[src/rtl/pwm_duty_decoder.sv]
// Eight-channel PWM duty decoder: counts high samples per channel over a PERIOD-sample frame aligned to pwm[0].
// Optional glitch detection (sticky per-channel err) is compiled in by defining PWM_DEC_GLITCH_EN.
module pwm_duty_decoder #(
    parameter int unsigned PERIOD = 101,
    parameter int unsigned CH     = 8
) (
    input  logic          clk,
    input  logic          reset,
    input  logic [CH-1:0] pwm,
    input  logic          en,
    input  logic [2:0]    sel,
    input  logic          clr_err,
    output logic [6:0]    duty,
    output logic          valid,
    output logic          frame_done,
    output logic [CH-1:0] err
);

    localparam int unsigned CW = 7;
    localparam logic [CW-1:0] LAST = CW'(PERIOD - 1);

    typedef enum logic [1:0] {IDLE, ALIGN, RUN} state_t;

    state_t        r_state;
    state_t        w_next;
    logic [CH-1:0] r_prev;
    logic [CH-1:0] w_rise;
    logic [CW-1:0] r_phase;
    logic [CW-1:0] r_acc  [CH];
    logic [CW-1:0] r_duty [CH];
    logic          r_valid;
    logic          r_frame_done;
    logic          w_last;

    assign w_rise = pwm & ~r_prev;
    assign w_last = (r_phase == LAST);

    always_ff @(posedge clk or negedge reset) begin
        if (!reset) r_state <= IDLE;
        else        r_state <= w_next;
    end

    // Losing en always wins; ALIGN waits for the frame reference edge.
    always_comb begin
        w_next = r_state;
        case (r_state)
            IDLE:    if (en) w_next = ALIGN;
            ALIGN:   if (!en) w_next = IDLE;
                     else if (w_rise[0]) w_next = RUN;
            RUN:     if (!en) w_next = IDLE;
            default: w_next = IDLE;
        endcase
    end

    always_ff @(posedge clk or negedge reset) begin
        if (!reset) begin
            r_prev       <= '0;
            r_phase      <= '0;
            r_valid      <= 1'b0;
            r_frame_done <= 1'b0;
            for (int k = 0; k < int'(CH); k++) begin
                r_acc[k]  <= '0;
                r_duty[k] <= '0;
            end
        end else begin
            r_prev       <= pwm;
            r_frame_done <= 1'b0;
            case (r_state)
                ALIGN: begin
                    if (en && w_rise[0]) begin
                        r_phase <= CW'(1);
                        for (int k = 0; k < int'(CH); k++) r_acc[k] <= CW'(pwm[k]);
                    end else begin
                        r_phase <= '0;
                        for (int k = 0; k < int'(CH); k++) r_acc[k] <= '0;
                    end
                end
                RUN: begin
                    if (!en) begin
                        r_phase <= '0;
                        for (int k = 0; k < int'(CH); k++) r_acc[k] <= '0;
                    end else if (w_last) begin
                        r_phase      <= '0;
                        r_valid      <= 1'b1;
                        r_frame_done <= 1'b1;
                        for (int k = 0; k < int'(CH); k++) begin
                            r_duty[k] <= r_acc[k] + CW'(pwm[k]);
                            r_acc[k]  <= '0;
                        end
                    end else begin
                        r_phase <= r_phase + CW'(1);
                        for (int k = 0; k < int'(CH); k++) r_acc[k] <= r_acc[k] + CW'(pwm[k]);
                    end
                end
                default: begin
                    r_phase <= '0;
                    for (int k = 0; k < int'(CH); k++) r_acc[k] <= '0;
                end
            endcase
        end
    end

    assign duty       = r_duty[sel];
    assign valid      = r_valid;
    assign frame_done = r_frame_done;

`ifdef PWM_DEC_GLITCH_EN
    logic [CH-1:0] r_err;
    logic [CH-1:0] w_glitch;

    // Any rising edge away from frame start is misaligned; a new set beats a same-cycle clear.
    assign w_glitch = (r_state == RUN && r_phase != '0) ? w_rise : '0;

    always_ff @(posedge clk or negedge reset) begin
        if (!reset) r_err <= '0;
        else        r_err <= (clr_err ? '0 : r_err) | w_glitch;
    end

    assign err = r_err;
`else
    logic [CH-1:0] w_unused;
    assign w_unused = {clr_err, w_rise[CH-1:1]};
    assign err      = '0;
`endif

endmodule

[config.mk]
export PLATFORM = sky130hd
export DESIGN_NAME = pwm_duty_decoder
export DESIGN_NICKNAME = d
export VERILOG_FILES = /design/src/rtl/pwm_duty_decoder.sv
export SDC_FILE = /design/constraint.sdc
export NUM_CORES = 1
export LEC_CHECK = 0
export CORE_UTILIZATION = 64
export DETAILED_ROUTE_END_ITERATION = 12
export GPL_TIMING_DRIVEN = 1
export PLACE_DENSITY = 0.85
export SYNTH_ARGS = -nofsm -noshare
export SYNTH_HDL_FRONTEND = slang
export SYNTH_SLANG_ARGS = --single-unit
[constraint.sdc]
create_clock -name clk -period 5 [get_ports clk]
set_input_delay 1 -clock clk [delete_from_list [all_inputs] [get_ports clk]]
set_output_delay 1 -clock clk [all_outputs]
set_load 0.005 [all_outputs]
Word level (Yosys, flattened, before mapping)

Cells that the tools add are included.

Bits in registers: 124
Input port bits: 15
Output and inout port bits: 17
Logic and storage cells: 63

Add/sub/neg operators: 9
Order comparisons: 1
Equality and inequality tests: 6
Multiplexer cells: 19
Bitwise logic cells: 3
Reductions and logical operators: 4

Operators with widths:

| kind                | count |
|---|---|
| $mux 56             | 2 |
| $pmux 56 s2         | 1 |
| $add 7x1->7         | 8 |
| $mux 50             | 1 |
| $mux 7              | 4 |
| $bmux 7 s3          | 1 |
| $pmux 7 s2          | 1 |
| $mux 2              | 4 |
| $add 7x1->7 const B | 1 |
| $eq 7x7->1 const B  | 1 |
| $pmux 2 s3          | 1 |
| $reduce_and 3->1    | 2 |
| $ge 4x4->1 const B  | 1 |
| $mux 1              | 4 |
| $ne 2x2->1 const B  | 2 |
| $not 3->4           | 1 |
| $ne 3x3->1 const B  | 1 |
| $eq 2x1->1 const B  | 1 |
| $eq 2x2->1 const B  | 1 |
| $logic_not 2->1     | 1 |
| $and 1x1->1         | 1 |
| $logic_and 1x1->1   | 1 |
| $not 1->1           | 1 |

Logic depth before layout (Yosys ltp)

Word-level depth: 5
Depth in mapped cells: 8
Gate-level depth less buffers: 5

Least setup slack after synthesis

OpenSTA, ideal clock, no wires.

Path kind: input to output
From: input sel[0]
To: output duty[0]
Arrival time: 2120 ps
Required time: 4000 ps
Slack: 1880 ps
Cell stages on the path: 4
Buffers on the path: 2
Cell sequence: buf_2 -> buf_6 -> mux4_2 -> mux2_2

Cells in the longest elaborated chain, start to end: 4

Ends and longest elaborated chain:

| item                                       | line | text |
|---|---|---|
| start: declaration                         | 11   | `input logic [2:0] sel,` |
| $not 3->4 (not written as such)            | 103  | `assign duty = r_duty[sel];` |
| $bmux 7 s3                                 | 103  |  |
| $mux 7 (not written as such) (2 in series) | 103  |  |
| end: declaration                           | 13   | `output logic [6:0] duty,` |

Every way passes these cells. The select of a mux whose other input is x is not followed.

Worst setup path after layout

From: input sel[1]
To: output duty[2]

The elaborated chain is that of the path after synthesis.

==> flow_summary.toml <==
[synthesis]
synth_top_cell_by_area = "dfrtp_1"
syn-cell-area_sq_um = 5800
yosysSeqAreaShare = 0.535
synth-edff-count = 0
yosys-top-cells-area = "dfrtp_1, o21ai_0, mux4_2"
yosysTopAreaCellShare = 0.535
synth_warnings = 0
syn_area_per_cell_sq_um = 11.6
synth.most_common_cell = "dfrtp_1"
synth_cell_types = 36
ys.flop_type = "dfrtp_1"
synth_seq_cells = 124
ys_async_sr_fraction = 1.00
yosys-top-cells-count = "dfrtp_1, o21ai_0, a21oi_1"
postSynthCellCount = 498

[final_layout]
fin_nets = 555
areaGrowthSynthToFinish_pct = 14.0
diodes = 0
drive_gt1_frac = 0.138
utilization = 0.755

[worst_setup_path]
reg2reg_slack_ns = 2.08
required_ns = 4.00
regToRegEndpoint = "r_acc[34]$_DFF_PN0_"
worstPathArrival_ns = 3.15
reg2reg_from = "r_phase[0]$_DFF_PN0_"
cp_max_fo = 14
worst_setup_path_start_kind = "input pin"
crit_path_end_kind = "output pin"
worst-setup-path-type = "in -> out"
worst-r2r-cell-count = 6

[sta]
setup_viol = 0
rsz0062_at_grt = "false"
min_period_ns = 4.15
finalCritPeriodShare = 0.831
final-hold-violation-count = 0
worst_clock_skew_ns = 0.00477
fin_hold_ws_ns = 0.463
max_freq_mhz = 241
slew_viol_final = 0
slew_headroom = 0.359
tns_ns = 0
tightestPinTransition_ns = 0.957

[min_path]
min_from = "valid$_DFFE_PN0P_"
hold_depth = 1
min_path_type = "reg -> reg"
hold-path-endpoint = "valid$_DFFE_PN0P_"

[placed_design]
dp_hpwl_um = 8510
io_buffers = 22
place_congestion = 0.778

[routing]
wl_met3_um = 1060
wl_um = 14000
first_iter_violations = 409
antenna_left = 0
route.detailed.drc = 0
wl_met1_um = 5550
viasPerCell = 6.67
routedWlPerCell_um = 22.0
dr.max_layer_used = "met4"
dr.pass1.iters = 5
num_vias = 4239
wl_met2_um = 7080

[power]
power_density_nw_per_um2 = 371
vdd_drop_max_uv = 272
p_leak_nw = 2.93

[die]
fp.dieW_um = 97.2
die_h_um = 97.2
coreArea_sq_um = 8760
ios = 32
die-area_sq_um = 9440
start_util = 0.662
rows = 34

[global_route]
antenna_found_initial = 0
grt-ovfl-total = 0
track_usage = 0.317
grt_pass1_vias = 4333
grt_pass1_wl_um = 22700
grt_max_degree = 44

[clocking]
ctsResizeCount = 0
cts.sinks = 124
cts_buffer_depth = 2
hold_buffers = 0
clk_latency_ns = 0.53
clk_pin_slew_worst_paths_ns = 0.06
postCtsSetupBuffers = 0
cts_tree = "built"
htreeDepth = 4
cts-root-buf = "clkbuf_8"
numCtsBuffers = 17

[outcome]
run_status = "complete, no violations"

[job]
drv_cap = 0
[through the flow]
| stage | area (sq um) | total power, W | instances | setup WS, ns |
|---|---|---|---|---|
| after global routing | 6610 | 0.00251 | 636 | 0.819 |
| after detailed placement | 6000 | 0.00117 | 605 | 0.884 |
| final | 6610 | 0.00245 | 636 | 0.846 |
| after floorplan | 5820 | 0.00112 | 505 | 1.88 |
| after global placement | 6000 | 0.00116 | 605 | 0.903 |
| after CTS | 6610 | 0.00245 | 636 | 0.876 |
[critical path, stage by stage]
cell             delay, ns
clkdlybuf4s50_1       0.96
mux4_2                0.43
mux2_2                0.30
clkdlybuf4s50_1       0.46
[routing by layer]
layer | vias up | track usage
li1 | 1817 | -
met1 | 2136 | 0.420
met2 | 245 | 0.521
met3 | 41 | 0.0619
met4 | 0 | 0.123
met5 | - | 0
[where the power goes]
| group | total (W) | switching (W) | internal, W |
|---|---|---|---|
| Clock | 0.00129 | 0.000432 | 0.000858 |
| Sequential | 0.00102 | 0.00000870 | 0.00102 |
| Combinational | 0.000135 | 0.0000875 | 0.0000479 |
| Total | 0.00245 | 0.000529 | 0.00192 |
[how the worst max path moves through the flow]
stage	from	end	slack, ns
2_1_floorplan	sel[0]	duty[0]	1.88
3_3_place_gp	sel[1]	duty[2]	0.90
3_5_place_dp	sel[1]	duty[2]	0.88
4_1_cts	sel[1]	duty[2]	0.88
5_1_grt	sel[1]	duty[2]	0.82
6_report	sel[1]	duty[2]	0.85
[registers in the layout, indices dropped and copies added (netlist names)]
signal	count
frame_done	1
r_state	2
r_duty	56
r_acc	56
r_prev	1
r_phase	7
valid	1
[final cells by class]
class                      instances  area, sq um
sequential                       124         3100
multi-input combinational        342         2490
fill                             516         2150
clock buffer                      24          480
timing repair buffer              26          248
clock inverter                     7          135
tap                              108          135
inverter                           5         18.8
[cell families after synthesis]
group / after synthesis / synth area share
AO/OA/AOI/OAI: 132 / 0.126
XOR/XNOR: 27 / 0.0408
adder cells (fa/ha/maj): 24 / 0.0518
buffers and inverters: 39 / 0.0395
flip-flops: 124 / 0.535
multiplexers: 38 / 0.109
other: 1 / 0.000647
AND/OR/NAND/NOR: 113 / 0.0973
[cell usage in the layout, fill, tap and decap left out, drive strengths merged, types with 21 or more instances in the layout]
master,synthesis,layout
a21oi,35,35
dfrtp,124,124
ha,24,24
mux2,23,23
clkdlybuf4s50,0,21
nand3,27,27
o21ai,67,67
clkbuf,10,24
nor2,28,28
nand2,23,23
(Power assumes the default switching activity.)
